==> src/rtl/z3_slave_ctrl_if.sv <==
// Zorro III slave-side bus bundle: card pins, region configuration and back-end request lines.
interface z3_slave_ctrl_if #(
  parameter int unsigned NUM_REGIONS = 2,
  parameter int unsigned MATCH_BITS  = 4
);
  logic [25:0]                       A;
  logic [3:0]                        AD_HI;
  logic                              FCS_n;
  logic [3:0]                        DS_n;
  logic                              READ;
  logic                              DOE;
  logic                              BERR_n;
  logic                              MTCR_n;
  logic                              cfg_mode;
  logic [NUM_REGIONS*MATCH_BITS-1:0] base_addr;
  logic [NUM_REGIONS-1:0]            region_en;
  logic                              target_ack;

  logic                              cycle_start;
  logic [25:0]                       cycle_addr;
  logic                              cycle_rw;
  logic [3:0]                        cycle_be;
  logic [NUM_REGIONS-1:0]            region_hit;
  logic                              cfg_hit;
  logic                              SLAVE_n;
  logic                              DTACK_n;
  logic                              dtack_oe;
  logic                              MTACK_n;
  logic                              mtack_oe;
  logic                              BUFOE_n;
  logic                              BUFDIR;
  logic                              timeout;

  modport slave (
    input  A, AD_HI, FCS_n, DS_n, READ, DOE, BERR_n, MTCR_n,
           cfg_mode, base_addr, region_en, target_ack,
    output cycle_start, cycle_addr, cycle_rw, cycle_be, region_hit, cfg_hit,
           SLAVE_n, DTACK_n, dtack_oe, MTACK_n, mtack_oe, BUFOE_n, BUFDIR, timeout
  );

  modport master (
    output A, AD_HI, FCS_n, DS_n, READ, DOE, BERR_n, MTCR_n,
           cfg_mode, base_addr, region_en, target_ack,
    input  cycle_start, cycle_addr, cycle_rw, cycle_be, region_hit, cfg_hit,
           SLAVE_n, DTACK_n, dtack_oe, MTACK_n, mtack_oe, BUFOE_n, BUFDIR, timeout
  );
endinterface

==> src/rtl/z3_slave_ctrl.sv <==
// Zorro III slave cycle controller: strobe sync, address capture/decode, SLAVE/DTACK handshake.
// Optional multi-transfer support is enabled by defining MULTI_TRANSFER_EN.
module z3_slave_ctrl #(
  parameter int unsigned NUM_REGIONS = 2,
  parameter int unsigned MATCH_BITS  = 4,
  parameter int unsigned SYNC_STAGES = 2,
  parameter int unsigned ACK_TIMEOUT = 64
) (
  input  logic           CLK,
  input  logic           RST_n,
  z3_slave_ctrl_if.slave bus
);

  localparam int unsigned CNT_W = $clog2(ACK_TIMEOUT) + 1;

  typedef enum logic [3:0] {
    S_IDLE,
    S_DECODE,
    S_WAIT_DS,
    S_REQ,
    S_WAIT_ACK,
    S_ACK,
    S_NOMATCH,
    S_WAIT_END
`ifdef MULTI_TRANSFER_EN
    , S_MT_WAIT
`endif
  } state_t;

  state_t                         r_state;
  state_t                         w_next;

  logic [SYNC_STAGES-1:0]         r_fcs_sync;
  logic [SYNC_STAGES-1:0][3:0]    r_ds_sync;
  logic                           w_fcs_s;
  logic [3:0]                     w_ds_s;

  logic [25:0]                    r_addr;
  logic                           r_rw;
  logic [3:0]                     r_cycle_be;
  logic [NUM_REGIONS-1:0]         r_region_hit;
  logic                           r_cfg_hit;
  logic                           r_cycle_start;
  logic                           r_dtack_n;
  logic                           r_timeout;
  logic [CNT_W-1:0]               r_cnt;

  logic                           w_capture;
  logic                           w_berr;
  logic                           w_to;
  logic [7:0]                     w_top8;
  logic                           w_dec_cfg;
  logic [NUM_REGIONS-1:0]         w_dec_hit;
  logic                           w_found;
  logic                           w_any_hit;
  logic                           w_slave;
  logic                           w_buf_state;

  // Strobe synchronisers; bit 0 is the first stage
  always_ff @(posedge CLK or negedge RST_n) begin
    if (!RST_n) begin
      r_fcs_sync <= '1;
      r_ds_sync  <= '1;
    end else begin
      r_fcs_sync <= {r_fcs_sync[SYNC_STAGES-2:0], bus.FCS_n};
      r_ds_sync  <= {r_ds_sync[SYNC_STAGES-2:0], bus.DS_n};
    end
  end

  assign w_fcs_s   = r_fcs_sync[SYNC_STAGES-1];
  assign w_ds_s    = r_ds_sync[SYNC_STAGES-1];
  assign w_capture = (r_state == S_IDLE) && !r_fcs_sync[0];
  assign w_berr    = !bus.BERR_n;

`ifdef MULTI_TRANSFER_EN
  logic [SYNC_STAGES-1:0] r_mtcr_sync;
  logic                   r_mtcr_d;
  logic                   r_mt;
  logic                   w_mtcr_fall;

  // MTCR_n sync plus edge history; r_mt marks a multi-transfer full cycle
  always_ff @(posedge CLK or negedge RST_n) begin
    if (!RST_n) begin
      r_mtcr_sync <= '1;
      r_mtcr_d    <= 1'b1;
      r_mt        <= 1'b0;
    end else begin
      r_mtcr_sync <= {r_mtcr_sync[SYNC_STAGES-2:0], bus.MTCR_n};
      r_mtcr_d    <= r_mtcr_sync[SYNC_STAGES-1];
      if (w_capture) begin
        r_mt <= !bus.MTCR_n && !w_dec_cfg && (|w_dec_hit);
      end
    end
  end

  assign w_mtcr_fall  = r_mtcr_d && !r_mtcr_sync[SYNC_STAGES-1];
  assign bus.MTACK_n  = !(r_mt && (r_state != S_IDLE));
  assign bus.mtack_oe = r_mt && w_slave;
`else
  logic w_mtcr_unused;
  assign w_mtcr_unused = bus.MTCR_n;
  assign bus.MTACK_n   = 1'b1;
  assign bus.mtack_oe  = 1'b0;
`endif

  // Address decode on the live bus, registered at capture
  assign w_top8    = {bus.AD_HI, bus.A[25:22]};
  assign w_dec_cfg = bus.cfg_mode && (w_top8 == 8'hFF);

  always_comb begin
    w_dec_hit = '0;
    w_found   = 1'b0;
    for (int i = 0; i < int'(NUM_REGIONS); i++) begin
      if (!w_found && bus.region_en[i] &&
          (w_top8[7 -: MATCH_BITS] == bus.base_addr[i*MATCH_BITS +: MATCH_BITS])) begin
        w_dec_hit[i] = 1'b1;
        w_found      = 1'b1;
      end
    end
    if (w_dec_cfg) begin
      w_dec_hit = '0;
    end
  end

  assign w_any_hit = (|r_region_hit) || r_cfg_hit;

  always_ff @(posedge CLK or negedge RST_n) begin
    if (!RST_n) begin
      r_state <= S_IDLE;
    end else begin
      r_state <= w_next;
    end
  end

  // Next-state logic; bus error outranks every other exit from an active state
  always_comb begin
    w_next = r_state;
    w_to   = 1'b0;
    case (r_state)
      S_IDLE: begin
        if (w_capture) w_next = S_DECODE;
      end
      S_DECODE: begin
        if (w_berr)                                 w_next = S_WAIT_END;
        else if (w_any_hit)                         w_next = S_WAIT_DS;
        else                                        w_next = S_NOMATCH;
      end
      S_WAIT_DS: begin
        if (w_berr)                                 w_next = S_WAIT_END;
        else if (w_fcs_s)                           w_next = S_IDLE;
        else if (w_ds_s != 4'hF)                    w_next = S_REQ;
      end
      S_REQ: begin
        if (w_berr)                                 w_next = S_WAIT_END;
        else                                        w_next = S_WAIT_ACK;
      end
      S_WAIT_ACK: begin
        if (w_berr)                                 w_next = S_WAIT_END;
        else if (w_fcs_s)                           w_next = S_IDLE;
        else if (bus.target_ack)                    w_next = S_ACK;
        else if (r_cnt == CNT_W'(ACK_TIMEOUT - 1)) begin
          w_next = S_WAIT_END;
          w_to   = 1'b1;
        end
      end
      S_ACK: begin
        if (w_berr)                                 w_next = S_WAIT_END;
        else if (w_fcs_s)                           w_next = S_IDLE;
`ifdef MULTI_TRANSFER_EN
        else if (r_mt && (w_ds_s == 4'hF))          w_next = S_MT_WAIT;
`endif
      end
`ifdef MULTI_TRANSFER_EN
      S_MT_WAIT: begin
        if (w_berr)                                 w_next = S_WAIT_END;
        else if (w_fcs_s)                           w_next = S_IDLE;
        else if (w_mtcr_fall)                       w_next = S_WAIT_DS;
      end
`endif
      S_NOMATCH, S_WAIT_END: begin
        if (w_fcs_s) w_next = S_IDLE;
      end
      default: w_next = S_IDLE;
    endcase
  end

  // Capture registers, request pulse, ack value and timeout counter
  always_ff @(posedge CLK or negedge RST_n) begin
    if (!RST_n) begin
      r_addr        <= '0;
      r_rw          <= 1'b1;
      r_cycle_be    <= '0;
      r_region_hit  <= '0;
      r_cfg_hit     <= 1'b0;
      r_cycle_start <= 1'b0;
      r_dtack_n     <= 1'b1;
      r_timeout     <= 1'b0;
      r_cnt         <= '0;
    end else begin
      r_cycle_start <= (w_next == S_REQ);
      r_dtack_n     <= (w_next != S_ACK);
      r_timeout     <= w_to;
      if (w_next == S_REQ) begin
        r_cycle_be <= ~w_ds_s;
        r_cnt      <= '0;
      end else if ((r_state == S_REQ) || (r_state == S_WAIT_ACK)) begin
        r_cnt <= r_cnt + CNT_W'(1);
      end
      if (w_capture) begin
        r_addr       <= bus.A;
        r_rw         <= bus.READ;
        r_region_hit <= w_dec_hit;
        r_cfg_hit    <= w_dec_cfg;
      end
`ifdef MULTI_TRANSFER_EN
      if ((r_state == S_MT_WAIT) && (w_next == S_WAIT_DS)) begin
        r_addr[5:0] <= bus.A[5:0];
      end
`endif
    end
  end

  // SLAVE_n follows raw FCS_n so it releases the instant the master ends the cycle
  assign w_slave     = !bus.FCS_n && w_any_hit &&
                       !(r_state inside {S_IDLE, S_DECODE, S_NOMATCH});
  assign w_buf_state = r_state inside {S_WAIT_DS, S_REQ, S_WAIT_ACK, S_ACK};

  assign bus.SLAVE_n     = !w_slave;
  assign bus.dtack_oe    = w_slave;
  assign bus.DTACK_n     = r_dtack_n;
  assign bus.BUFOE_n     = !(w_buf_state && w_any_hit && bus.DOE && bus.BERR_n);
  assign bus.BUFDIR      = bus.READ;
  assign bus.cycle_start = r_cycle_start;
  assign bus.cycle_addr  = r_addr;
  assign bus.cycle_rw    = r_rw;
  assign bus.cycle_be    = r_cycle_be;
  assign bus.region_hit  = r_region_hit;
  assign bus.cfg_hit     = r_cfg_hit;
  assign bus.timeout     = r_timeout;

endmodule

==> src/flat_wrapper.sv <==
// flat-port wrapper written by rule: the top's interface ports become plain ports
module z3_slave_ctrl_flat 
#(
  parameter int unsigned NUM_REGIONS = 2,
  parameter int unsigned MATCH_BITS  = 4,
  parameter int unsigned SYNC_STAGES = 2,
  parameter int unsigned ACK_TIMEOUT = 64
)
  (CLK, RST_n, bus_A, bus_AD_HI, bus_FCS_n, bus_DS_n, bus_READ, bus_DOE, bus_BERR_n, bus_MTCR_n, bus_cfg_mode, bus_base_addr, bus_region_en, bus_target_ack, bus_cycle_start, bus_cycle_addr, bus_cycle_rw, bus_cycle_be, bus_region_hit, bus_cfg_hit, bus_SLAVE_n, bus_DTACK_n, bus_dtack_oe, bus_MTACK_n, bus_mtack_oe, bus_BUFOE_n, bus_BUFDIR, bus_timeout);
  z3_slave_ctrl_if #(.NUM_REGIONS(NUM_REGIONS), .MATCH_BITS(MATCH_BITS)) bus_i ();
  input  logic CLK;
  input  logic RST_n;
  input wire logic [$bits(bus_i.A)-1:0] bus_A;
  input wire logic [$bits(bus_i.AD_HI)-1:0] bus_AD_HI;
  input wire logic [$bits(bus_i.FCS_n)-1:0] bus_FCS_n;
  input wire logic [$bits(bus_i.DS_n)-1:0] bus_DS_n;
  input wire logic [$bits(bus_i.READ)-1:0] bus_READ;
  input wire logic [$bits(bus_i.DOE)-1:0] bus_DOE;
  input wire logic [$bits(bus_i.BERR_n)-1:0] bus_BERR_n;
  input wire logic [$bits(bus_i.MTCR_n)-1:0] bus_MTCR_n;
  input wire logic [$bits(bus_i.cfg_mode)-1:0] bus_cfg_mode;
  input wire logic [$bits(bus_i.base_addr)-1:0] bus_base_addr;
  input wire logic [$bits(bus_i.region_en)-1:0] bus_region_en;
  input wire logic [$bits(bus_i.target_ack)-1:0] bus_target_ack;
  output wire logic [$bits(bus_i.cycle_start)-1:0] bus_cycle_start;
  output wire logic [$bits(bus_i.cycle_addr)-1:0] bus_cycle_addr;
  output wire logic [$bits(bus_i.cycle_rw)-1:0] bus_cycle_rw;
  output wire logic [$bits(bus_i.cycle_be)-1:0] bus_cycle_be;
  output wire logic [$bits(bus_i.region_hit)-1:0] bus_region_hit;
  output wire logic [$bits(bus_i.cfg_hit)-1:0] bus_cfg_hit;
  output wire logic [$bits(bus_i.SLAVE_n)-1:0] bus_SLAVE_n;
  output wire logic [$bits(bus_i.DTACK_n)-1:0] bus_DTACK_n;
  output wire logic [$bits(bus_i.dtack_oe)-1:0] bus_dtack_oe;
  output wire logic [$bits(bus_i.MTACK_n)-1:0] bus_MTACK_n;
  output wire logic [$bits(bus_i.mtack_oe)-1:0] bus_mtack_oe;
  output wire logic [$bits(bus_i.BUFOE_n)-1:0] bus_BUFOE_n;
  output wire logic [$bits(bus_i.BUFDIR)-1:0] bus_BUFDIR;
  output wire logic [$bits(bus_i.timeout)-1:0] bus_timeout;
  assign bus_i.A = bus_A;
  assign bus_i.AD_HI = bus_AD_HI;
  assign bus_i.FCS_n = bus_FCS_n;
  assign bus_i.DS_n = bus_DS_n;
  assign bus_i.READ = bus_READ;
  assign bus_i.DOE = bus_DOE;
  assign bus_i.BERR_n = bus_BERR_n;
  assign bus_i.MTCR_n = bus_MTCR_n;
  assign bus_i.cfg_mode = bus_cfg_mode;
  assign bus_i.base_addr = bus_base_addr;
  assign bus_i.region_en = bus_region_en;
  assign bus_i.target_ack = bus_target_ack;
  assign bus_cycle_start = bus_i.cycle_start;
  assign bus_cycle_addr = bus_i.cycle_addr;
  assign bus_cycle_rw = bus_i.cycle_rw;
  assign bus_cycle_be = bus_i.cycle_be;
  assign bus_region_hit = bus_i.region_hit;
  assign bus_cfg_hit = bus_i.cfg_hit;
  assign bus_SLAVE_n = bus_i.SLAVE_n;
  assign bus_DTACK_n = bus_i.DTACK_n;
  assign bus_dtack_oe = bus_i.dtack_oe;
  assign bus_MTACK_n = bus_i.MTACK_n;
  assign bus_mtack_oe = bus_i.mtack_oe;
  assign bus_BUFOE_n = bus_i.BUFOE_n;
  assign bus_BUFDIR = bus_i.BUFDIR;
  assign bus_timeout = bus_i.timeout;
  z3_slave_ctrl #(.NUM_REGIONS(NUM_REGIONS), .MATCH_BITS(MATCH_BITS), .SYNC_STAGES(SYNC_STAGES), .ACK_TIMEOUT(ACK_TIMEOUT)) u_core (.CLK(CLK), .RST_n(RST_n), .bus(bus_i));
endmodule
==> config.mk <==
export PLATFORM = sky130hd
export DESIGN_NAME = z3_slave_ctrl_flat
export DESIGN_NICKNAME = d
export VERILOG_FILES = /design/src/rtl/z3_slave_ctrl_if.sv /design/src/rtl/z3_slave_ctrl.sv /design/src/flat_wrapper.sv
export SDC_FILE = /design/constraint.sdc
export NUM_CORES = 1
export LEC_CHECK = 0
export ABC_AREA = 1
export BUFFER_PORTS_ARGS = -buffer_cell sky130_fd_sc_hd__clkbuf_2
export CAP_MARGIN = 40
export CELL_PAD_IN_SITES_DETAIL_PLACEMENT = 1
export CELL_PAD_IN_SITES_GLOBAL_PLACEMENT = 2
export CORE_ASPECT_RATIO = 2
export CORE_MARGIN = 2
export CORE_UTILIZATION = 31
export DETAILED_ROUTE_END_ITERATION = 7
export PLACE_DENSITY_LB_ADDON = 0.1
export SKIP_CTS_REPAIR_TIMING = 1
export SYNTH_ARGS = -nofsm -noshare
export SYNTH_HDL_FRONTEND = slang
export SYNTH_SLANG_ARGS = --single-unit
==> constraint.sdc <==
create_clock -name CLK -period 2.4 [get_ports CLK]
set_input_delay 0.6 -clock CLK [delete_from_list [all_inputs] [get_ports CLK]]
set_output_delay 0.6 -clock CLK [all_outputs]
set_load 0.005 [all_outputs]
==> results_dict.tcl <==
set metrics [dict create \
    status "finished clean" \
    clk_pin_slew_ns 0.06 \
    switching_power_mw 1.51 \
    slew_violations 0 \
    cts_buffers 9 \
    multi_input_area_sq_um 1130 \
    swShare 0.341 \
    clk_latency_ns 0.32 \
    dp_hpwl_um 6240 \
    grtUsageTotal 0.174 \
    pwr_density_cell_nw_per_um2 1170 \
    die_x_um 71.6 \
    num-nets-final 483 \
    fin_crit_sh 0.964 \
    post-route-util 0.422 \
    via_per_inst 4.69 \
    p_int_mw 2.91 \
    num-fill-cells 1119 \
    tns_ns 0 \
    synth_compound_gate_area_share 0.0500 \
    synth_area_sq_um 2830 \
    clockBufferDepth 2 \
    htreeDepth 3 \
    initialDrtViolationCount 49 \
    drt-wirelength-per-cell_um 14.6 \
    synth.distinct_cells 38 \
    synth_top_family_by_area "simple AND/OR/NAND/NOR gates" \
    ys_top_cells_by_area "dfrtp_1 (41%), nand2_1 (16%), dfstp_2 (11%)" \
    ys_seq_area_frac 0.518 \
    synthAdderAreaFrac 0.00442 \
    yosysWarnings 0 \
    seqPwrFrac 0.347 \
    grt_max_degree 44 \
    io_buffers 92 \
    combinationalPowerShare 0.315 \
    finClkSkew_ns 0.00473 \
    yosys.area_share.simple 0.312 \
    setup_ws_ns 0.0856 \
    initial_core_util 0.316 \
    min_path_type "in -> async" \
    place_congestion 0.860 \
    die_area_sq_um 9950 \
    drv_cap 0 \
    syn2layout_area_growth_pct 33.5 \
    syn_inst 330 \
    num_rows 49 \
    wl_um 7810 \
    regArea_sq_um 1470 \
    design.core.area_sq_um 8950 \
    critical_path_class "reg -> out" \
    rsz0062_at_grt "true" \
    endpoint_kind "primary output" \
    final_antenna_net_count 0 \
    layout_commonest_cell "nand2_1" \
    grt_pass1_wl_um 13300 \
    p_leak_nw 2.10 \
    worstSetupStartpointType "register" \
    hold_violations 0 \
    drive_above_1_share 0.394 \
    grt_pass1_vias 2788 \
    synthXorXnorAreaFrac 0.0217 \
    yosys.area.top_type "dfrtp_1" \
    antenna_found_initial 0 \
    fin_crit_ns 2.31 \
    drt_pass1_iterations 4 \
    clkSinkCount 58 \
    root_buffer "clkbuf_16" \
    drc_errors 0 \
    route.vias.total 2516 \
    setup_viol 0 \
    synthDominantCellAreaShare 0.407 \
    die_h_um 139 \
    post-place-ws_ns 0.211 \
    arrival_ns 1.71 \
    p_clk_frac 0.338 \
    synth-seq-cells 58 \
    cts_tree "done" \
    synthMuxAreaShare 0 \
    required_ns 1.80 \
    n_antenna_cell 0 \
    ioPinCount 96 \
    avgSynthCellArea_sq_um 8.57 \
    final_cell_mix "nand2_1 (121), clkbuf_2 (92), dfrtp_1 (45), inv_1 (32), nand2_2 (13)" \
    grt_overflow_total 0 \
    max-vdd-ir-drop_v 0.000547 \
    fmax_mhz 432 \
    power_mw 4.42 \
    worstPathMaxFanout 8 \
]
registers in the layout (all words and copies together), names as in the netlist:
register / count
u_core.bus.cycle_start: 1
u_core.r_cnt: 7
u_core.bus.cfg_hit: 1
u_core.r_fcs_sync: 2
u_core.bus.DTACK_n: 1
u_core.bus.cycle_addr: 26
u_core.bus.timeout: 1
u_core.r_ds_sync: 4
u_core.bus.region_hit: 2
u_core.bus.cycle_rw: 1
u_core.r_state: 4
u_core.bus.cycle_be: 4
u_core.w_ds_s: 4
power by group through the flow:
stage,logic (mW),clock network (mW),registers (mW)
2_1_floorplan,0.822,0,1.52
3_3_place_gp,1.38,0,1.54
3_5_place_dp,1.41,0,1.55
4_1_cts,1.41,1.53,1.54
5_1_grt,1.61,1.57,1.58
6_report,1.39,1.49,1.53
Yosys cell counts, drive strengths merged:
cell type and count:
nand3b 1, xnor2 3, dfstp 12, o31ai 1, o21ai 10, nand3 14
inv 42, clkinv 2, buf 9, a211oi 1, o22ai 2, xor2 4
nor3 5, a221oi 1, clkbuf 3, nand4 8, dfrtp 46, nor2 17
a21o 1, a2111oi 1, ha 1, conb 2, nor4 2, a21oi 7
nand2 135
per-layer routing:
layer  vias up  global-route usage  share of wire
met3        17              0.0429          0.038
met1      1227               0.160           0.33
li1       1212                   -              -
met2        60               0.339           0.60
met5         -                   0              0
met4         0              0.0804          0.032
critical path: stages, from the launching register on:
cell and delay (ns):
dfrtp_1 0.43, nor2_4 0.21, inv_4 0.06, nor2_2 0.09, nand2_1 0.09, nand2_4 0.11, inv_2 0.07, a21oi_2 0.13
nand3_1 0.07, clkbuf_2 0.12
cell type report:
type / instances / area share
sequential: 58 / 0.389
inverter: 44 / 0.0444
clock inverter: 7 / 0.0331
timing repair buffer: 99 / 0.142
clock buffer: 9 / 0.0596
tap: 102 / 0.0338
multi-input combinational: 217 / 0.298
metrics by stage:
step,area (sq um),cells,hold WS (ns)
detailed placement,3400,519,0.347
floorplan,2830,331,0.304
finish,3780,536,0.214
CTS,3750,535,0.219
global placement,3400,519,0.346
global route,3780,536,0.242
worst paths after layout:
kind | start | end | slack [ns] | depth (start not counted)
max in group asynchronous | RST_n | u_core.w_ds_s[0] | 1.53 | 2
min | RST_n | u_core.bus.timeout | 0.21 | 1
max reg2reg | u_core.r_cnt[0] | u_core.bus.cycle_be[2] | 0.47 | 10
min in group CLK | u_core.r_ds_sync[0] | u_core.w_ds_s[0] | 0.36 | 0
min reg2reg | u_core.r_ds_sync[0] | u_core.w_ds_s[0] | 0.36 | 0
max | u_core.r_state[3] | bus_BUFOE_n | 0.09 | 9
kinds of logic (layout without fill, tap and decap cells):
logic type                 after synthesis  in the layout
DFF                                     58             58
and+or+nand+nor                        182            182
AOI/OAI and AO/OA                       24             24
other                                    2              3
xor gates and xnor gates                 7              7
buffers and inverters                   56            159
adders and majority gates                1              1
Note: power is estimated with default switching activity, not from simulation.
